<file path="config.mk">
export PLATFORM = sky130hd
export DESIGN_NAME = ksa_swap_fsm
export DESIGN_NICKNAME = d
export VERILOG_FILES = /design/src/rtl/ksa_pkg.sv /design/src/rtl/ksa_key_sel.sv /design/src/rtl/ksa_swap_fsm.sv
export SDC_FILE = /design/constraint.sdc
export NUM_CORES = 1
export LEC_CHECK = 0
export BUFFER_PORTS_ARGS = -buffer_cell sky130_fd_sc_hd__buf_2
export CORE_AREA = 2 2 106 108
export CTS_CLUSTER_DIAMETER = 80
export DETAILED_ROUTE_END_ITERATION = 10
export DIE_AREA = 0 0 108 110
export GPL_TIMING_DRIVEN = 1
export PLACE_DENSITY = 0.58
export SLEW_MARGIN = 10
export SYNTH_ARGS = -nofsm -noshare
export SYNTH_HDL_FRONTEND = slang
export SYNTH_SLANG_ARGS = --single-unit
export TNS_END_PERCENT = 20
</file>
<file path="constraint.sdc">
create_clock -name clock -period 3.25 [get_ports clock]
set_input_delay 0 -clock clock [delete_from_list [all_inputs] [get_ports clock]]
set_output_delay 0 -clock clock [all_outputs]
set_load 0.05 [all_outputs]
</file>
<file path="src/rtl/ksa_pkg.sv">
// rtl/ksa_pkg.sv - shared types and constants for the RC4 key-scheduling stage
package ksa_pkg;
    localparam int KSA_STEPS     = 256;
    localparam int KSA_ADDR_W    = 8;
    localparam int KSA_KEY_BYTES = 3;

    typedef enum logic [3:0] {
        S_IDLE,
        S_RD_I,
        S_WAIT_I,
        S_CALC_J,
        S_RD_J,
        S_WAIT_J,
        S_WR_I,
        S_WR_J,
        S_INC,
        S_DONE
    } ksa_state_t;
endpackage

</file>
<file path="src/rtl/ksa_key_sel.sv">
// rtl/ksa_key_sel.sv - selects key byte k from the latched key, byte 0 being the MSB
module ksa_key_sel
    import ksa_pkg::*;
#(
    parameter int KEY_BYTES = KSA_KEY_BYTES,
    parameter int K_W       = 2
) (
    input  logic [8*KEY_BYTES-1:0] i_key,
    input  logic [K_W-1:0]         i_k,
    output logic [7:0]             o_byte
);
    always_comb begin
        o_byte = 8'd0;
        for (int b = 0; b < KEY_BYTES; b++) begin
            if (i_k == K_W'(b)) begin
                o_byte = i_key[8*(KEY_BYTES-b)-1 -: 8];
            end
        end
    end
endmodule

</file>
<file path="src/rtl/ksa_swap_fsm.sv">
// rtl/ksa_swap_fsm.sv - RC4 key-scheduling swap loop over the S-array RAM
// Optional: KSA_SKIP_SELF_SWAP_EN skips the read/write half of iterations where j == i.
module ksa_swap_fsm
    import ksa_pkg::*;
#(
    parameter int KEY_BYTES = KSA_KEY_BYTES
) (
    input  logic                   clock,
    input  logic                   restart,
    input  logic                   start,
    input  logic [8*KEY_BYTES-1:0] secret_key,
    input  logic [7:0]             q,
    output logic [KSA_ADDR_W-1:0]  address,
    output logic [7:0]             data,
    output logic                   wren,
    output logic                   busy,
    output logic                   done
);
    localparam int                    K_W    = (KEY_BYTES > 1) ? $clog2(KEY_BYTES) : 1;
    localparam logic [K_W-1:0]        K_LAST = K_W'(KEY_BYTES - 1);
    localparam logic [KSA_ADDR_W-1:0] I_LAST = KSA_ADDR_W'(KSA_STEPS - 1);

    ksa_state_t             r_state;
    logic [KSA_ADDR_W-1:0]  r_i;
    logic [KSA_ADDR_W-1:0]  r_j;
    logic [K_W-1:0]         r_k;
    logic [7:0]             r_s_i;
    logic [8*KEY_BYTES-1:0] r_key;
    logic [KSA_ADDR_W-1:0]  r_address;
    logic [7:0]             r_data;
    logic                   r_wren;
    logic                   r_busy;
    logic                   r_done;

    logic [7:0]             w_key_byte;
    logic [KSA_ADDR_W-1:0]  w_j_next;

    ksa_key_sel #(
        .KEY_BYTES (KEY_BYTES),
        .K_W       (K_W)
    ) u_key_sel (
        .i_key  (r_key),
        .i_k    (r_k),
        .o_byte (w_key_byte)
    );

    assign w_j_next = r_j + r_s_i + w_key_byte;

    // Outputs are registered with the state: each branch sets what the next state drives.
    // r_data carries s_j from WAIT_J straight into the WR_I cycle.
    always_ff @(posedge clock) begin
        if (!restart) begin
            r_state   <= S_IDLE;
            r_i       <= '0;
            r_j       <= '0;
            r_k       <= '0;
            r_s_i     <= '0;
            r_key     <= '0;
            r_address <= '0;
            r_data    <= '0;
            r_wren    <= 1'b0;
            r_busy    <= 1'b0;
            r_done    <= 1'b0;
        end else begin
            r_address <= '0;
            r_data    <= '0;
            r_wren    <= 1'b0;
            r_done    <= 1'b0;
            r_busy    <= 1'b1;
            case (r_state)
                S_IDLE: begin
                    if (start) begin
                        r_key   <= secret_key;
                        r_i     <= '0;
                        r_j     <= '0;
                        r_k     <= '0;
                        r_state <= S_RD_I;
                    end else begin
                        r_busy  <= 1'b0;
                    end
                end
                S_RD_I: begin
                    r_address <= r_i;
                    r_state   <= S_WAIT_I;
                end
                S_WAIT_I: begin
                    r_s_i   <= q;
                    r_state <= S_CALC_J;
                end
                S_CALC_J: begin
                    r_j <= w_j_next;
`ifdef KSA_SKIP_SELF_SWAP_EN
                    if (w_j_next == r_i) begin
                        r_state <= S_INC;
                    end else begin
                        r_address <= w_j_next;
                        r_state   <= S_RD_J;
                    end
`else
                    r_address <= w_j_next;
                    r_state   <= S_RD_J;
`endif
                end
                S_RD_J: begin
                    r_address <= r_j;
                    r_state   <= S_WAIT_J;
                end
                S_WAIT_J: begin
                    r_address <= r_i;
                    r_data    <= q;
                    r_wren    <= 1'b1;
                    r_state   <= S_WR_I;
                end
                S_WR_I: begin
                    r_address <= r_j;
                    r_data    <= r_s_i;
                    r_wren    <= 1'b1;
                    r_state   <= S_WR_J;
                end
                S_WR_J: begin
                    r_state <= S_INC;
                end
                S_INC: begin
                    if (r_i == I_LAST) begin
                        r_done  <= 1'b1;
                        r_state <= S_DONE;
                    end else begin
                        r_i       <= r_i + KSA_ADDR_W'(1);
                        r_k       <= (r_k == K_LAST) ? '0 : r_k + K_W'(1);
                        r_address <= r_i + KSA_ADDR_W'(1);
                        r_state   <= S_RD_I;
                    end
                end
                S_DONE: begin
                    r_busy  <= 1'b0;
                    r_state <= S_IDLE;
                end
                default: begin
                    r_busy  <= 1'b0;
                    r_state <= S_IDLE;
                end
            endcase
        end
    end

    assign address = r_address;
    assign data    = r_data;
    assign wren    = r_wren;
    assign busy    = r_busy;
    assign done    = r_done;
endmodule

</file>
==> metrics.md <==
| Metric | Value |
|---|---|
| Largest family of logic cells by synthesized area | `simple AND/OR/NAND/NOR gates` |
| Io pins | `54` |
| Layout cell share with drive strength beyond 1 | `16.5%` |
| Hold_sp | `restart` |
| Initial Util | `34.1%` |
| Critical Path RT | `3.54 ns` |
| RSZ-0062 raised after global routing | `no` |
| Syn Nets | `480` |
| H-tree Lvls | `3` |
| First drt pass iteration count | `4` |
| Mean Syn Cell Area | `8.48 um2` |
| DIE WIDTH | `108 um` |
| Run status | `complete, no violations` |
| Root Buffer | `clkbuf_8` |
| CTS Sinks | `73` |
| Cell Count, Final, Fillers Out | `649` |
| Vias in the first global route | `2934` |
| Top post-synthesis cells by area | `dfxtp_1, nand2_1, a21boi_0` |
| WL/cell | `between 10 and 15 um` |
| Final Cycle Share | `91.8%` |
| Remaining antenna violation count | `0` |
| Die area | `11900 um2` |
| Maximum fanout along the worst path | `4` |
| Crit-path cells | `nor2b_2, a21oi_1, fa_1, inv_1, ha_1, fa_1, a211oi_1, o21bai_1, a21o_1, or4_4, o211ai_2` |
| Iteration-0 DRC Markers | `91` |
| Yosys top cell by area | `dfxtp_1` |
| Most used cell, CP | `fa_1` |
| RR Startpoint | `r_k[1]` |
| Final Max Tran Viols | `0` |
| Xor/xnor share of the synthesized area | `2.64%` |
| Chip Height | `110 um` |
| CP endpoint kind | `flip-flop` |
| Hold Crit Class | `in -> reg` |
| First-pass GRT wire length | `14200 um` |
| PortBufs | `53` |
| Worst setup SP type | `flip-flop` |
| Worst vdd ir | `178 uV` |
| Sequential share of the synthesized area | `40.1%` |
| Setup tns final | `0 ns` |
| DPL Wire Length | `6100 um` |
| Synth cell types | `47` |
| Worst slew pin tran | `0.954 ns` |
| Gr ovfl total | `0` |
| GRT Overall Usage | `15.3%` |
| Diodes inserted | `0` |
| Max Clock Freq | `0.335 GHz` |
| Final setup viols | `0` |
| Slowest cell delay on critical path | `between 0.4 and 0.5 ns` |
| EDFF count, synth | `0` |
| Simple-gate share of the synthesized area | `21.6%` |
| Maxcap violations | `0` |
| Adder-cell share of the synthesized area | `6.79%` |
| Final Hold Viols | `0` |
| CP startpoint | `r_k[1]` |
| Final net count | `554` |
| CTS tree | `built` |
| Setup CP Type | `reg -> reg` |
| M1 WL | `roughly 4100 um` |
| Pwr Density | `463 nW/um2` |
| Post-synthesis async set-or-reset flop share | `0%` |
| DR vias | `3099` |
| Rel. slew slack | `between 30% and 40%` |
| Vias/cell | `4.78` |
| YS warnings | `0` |
| Clk_lat worst skew | `0.35 ns` |
| CTS buffer count | `9` |
| Maximum root-to-sink buffer count | `2` |
| Core area | `10700 um2` |
| WL met2 | `about 4000 um` |
| Clk_skew | `0.0119 ns` |
| Most frequent cell after synthesis | `nand2_1` |
| CP endpoint | `address[7]` |
| GPL Wtd Cong | `0.787` |
| Share of the synthesized area in the top cell type | `40.1%` |
| Worst reg2reg endpoint | `address[7]` |
| Final wirelength | `8570 um` |
| FF-to-FF setup slack | `~0.27 ns` |
| Multiplexer share of the synthesized area | `2.78%` |
| Fill count | `1104` |
| Top Metal Used | `met4` |
| Core Rows | `38` |
| Mapped Cells | `430` |
| Post-synth top flop | `dfxtp_1` |
| Static Leak | `1.87 nW` |
| Routed met3 length | `378 um` |
| Commonest cells in the synthesized netlist | `nand2_1, dfxtp_1, a21boi_0` |
| Synth Area in Compound Gates | `21.0%` |
| Hold depth | `3` |
| Maximum number of pins on one net before global-route repair | `65` |
| Min Clock Period, post-route | `2.98 ns` |
| Reg2Reg Depth | `11` |
| Placed instance count | `601` |
| CP max-delay cell | `fa_1` |
| Initial antenna violation count | `0` |
| Setup bufs post-CTS | `0` |
| # DRC | `0` |
| FF+latch count, synth | `73` |
| Post-Syn Area | `3650 um2` |
| Worst EP arrival | `3.27 ns` |
| P&R area growth vs syn | `25.0%` |
| Worst-path clk slew | `about 0.080 ns` |
[how the worst min path moves through the flow]
stage | end | slack [ns]
final | address[1] | 0.02
after global routing | address[0] | 0.01
after CTS | address[0] | 0.0006
after detailed placement | r_key[8] | 0.26
after global placement | r_key[11] | 0.25
after floorplan | r_key[23] | 0.14
[cells by family (layout without fill, tap and decap cells)]
kind of cell,after synthesis,count (layout)
AO/OA/AOI/OAI,108,108
XOR/XNOR,11,11
adder cells (fa/ha/maj),15,15
buffers and inverters,44,123
flip-flops,73,73
multiplexers,10,10
AND/OR/NAND/NOR,169,169
[state kept, by name, summed over array words and instances, names as in the netlist]
| signal | count |
|---|---|
| busy | 1 |
| wren | 1 |
| r_s_i | 8 |
| r_state | 4 |
| address | 8 |
| data | 8 |
| r_key | 24 |
| r_j | 8 |
| done | 1 |
| r_k | 2 |
| r_i | 8 |
[power by group]
part | total [mW] | internal, mW | switching (mW)
combinational | 0.314 | 0.134 | 0.180
clock | 0.810 | 0.471 | 0.339
sequential | 0.986 | 0.940 | 0.0464
total | 2.11 | 1.54 | 0.565
[through the flow]
| step | setup WS, ns | util [%] | total power [mW] | instance area, um2 | hold WS [ns] |
|---|---|---|---|---|---|
| global route | 0.0561 | 42.6 | 2.22 | 4560 | 0.0136 |
| CTS | 0.131 | 42.6 | 2.14 | 4560 | 0.000580 |
| finish | 0.267 | 42.6 | 2.11 | 4560 | 0.0168 |
| global placement | 0.207 | 37.5 | 1.29 | 4010 | 0.251 |
| floorplan | 0.00839 | - | 1.21 | 3650 | 0.145 |
| detailed placement | 0.162 | 37.5 | 1.29 | 4010 | 0.258 |
[critical path: cells and delay by family, from the launching register on]
kind / cells / cell delay, ns
adders and majority gates: 3 / 1.14
AOI/OAI and AO/OA: 5 / 0.77
and+or+nand+nor: 2 / 0.62
DFF: 1 / 0.34
buffers and inverters: 1 / 0.05
[layout make-up]
type                       instances  area, um2  area share (%)
sequential                        73       1460            32.1
clock inverter                     5       77.6            1.70
clock buffer                      11        151            3.32
multi-input combinational        313       2000            43.9
timing repair buffer              91        631            13.8
inverter                          16       60.1            1.32
tap                              140        175            3.84
[timing repair]
| item | CTS | global route |
|---|---|---|
| hold endpoints to repair | 40 | 0 |
| resized for setup | 0 | 2 |
| hold buffers | 32 | 0 |
| setup endpoints to repair | 0 | 2 |
[cells in the final DEF (no fill, tap or decap), types with 11 or more instances in the layout]
cell	count
clkbuf_8	11
o21ai_0	12
nor2b_1	19
dlygate4sd3_1	32
inv_1	16
buf_2	53
nand2_1	90
a22oi_1	16
a21boi_0	40
a21oi_1	16
nor2_1	27
dfxtp_1	72
[layer usage]
layer / vias to the layer above / global-route usage (%)
met2: 67 / 25.0
met5: - / 0
li1: 1600 / -
met4: 0 / 4.40
met1: 1426 / 20.3
met3: 6 / 3.59
No activity file was read; power rests on OpenSTA's default activity.
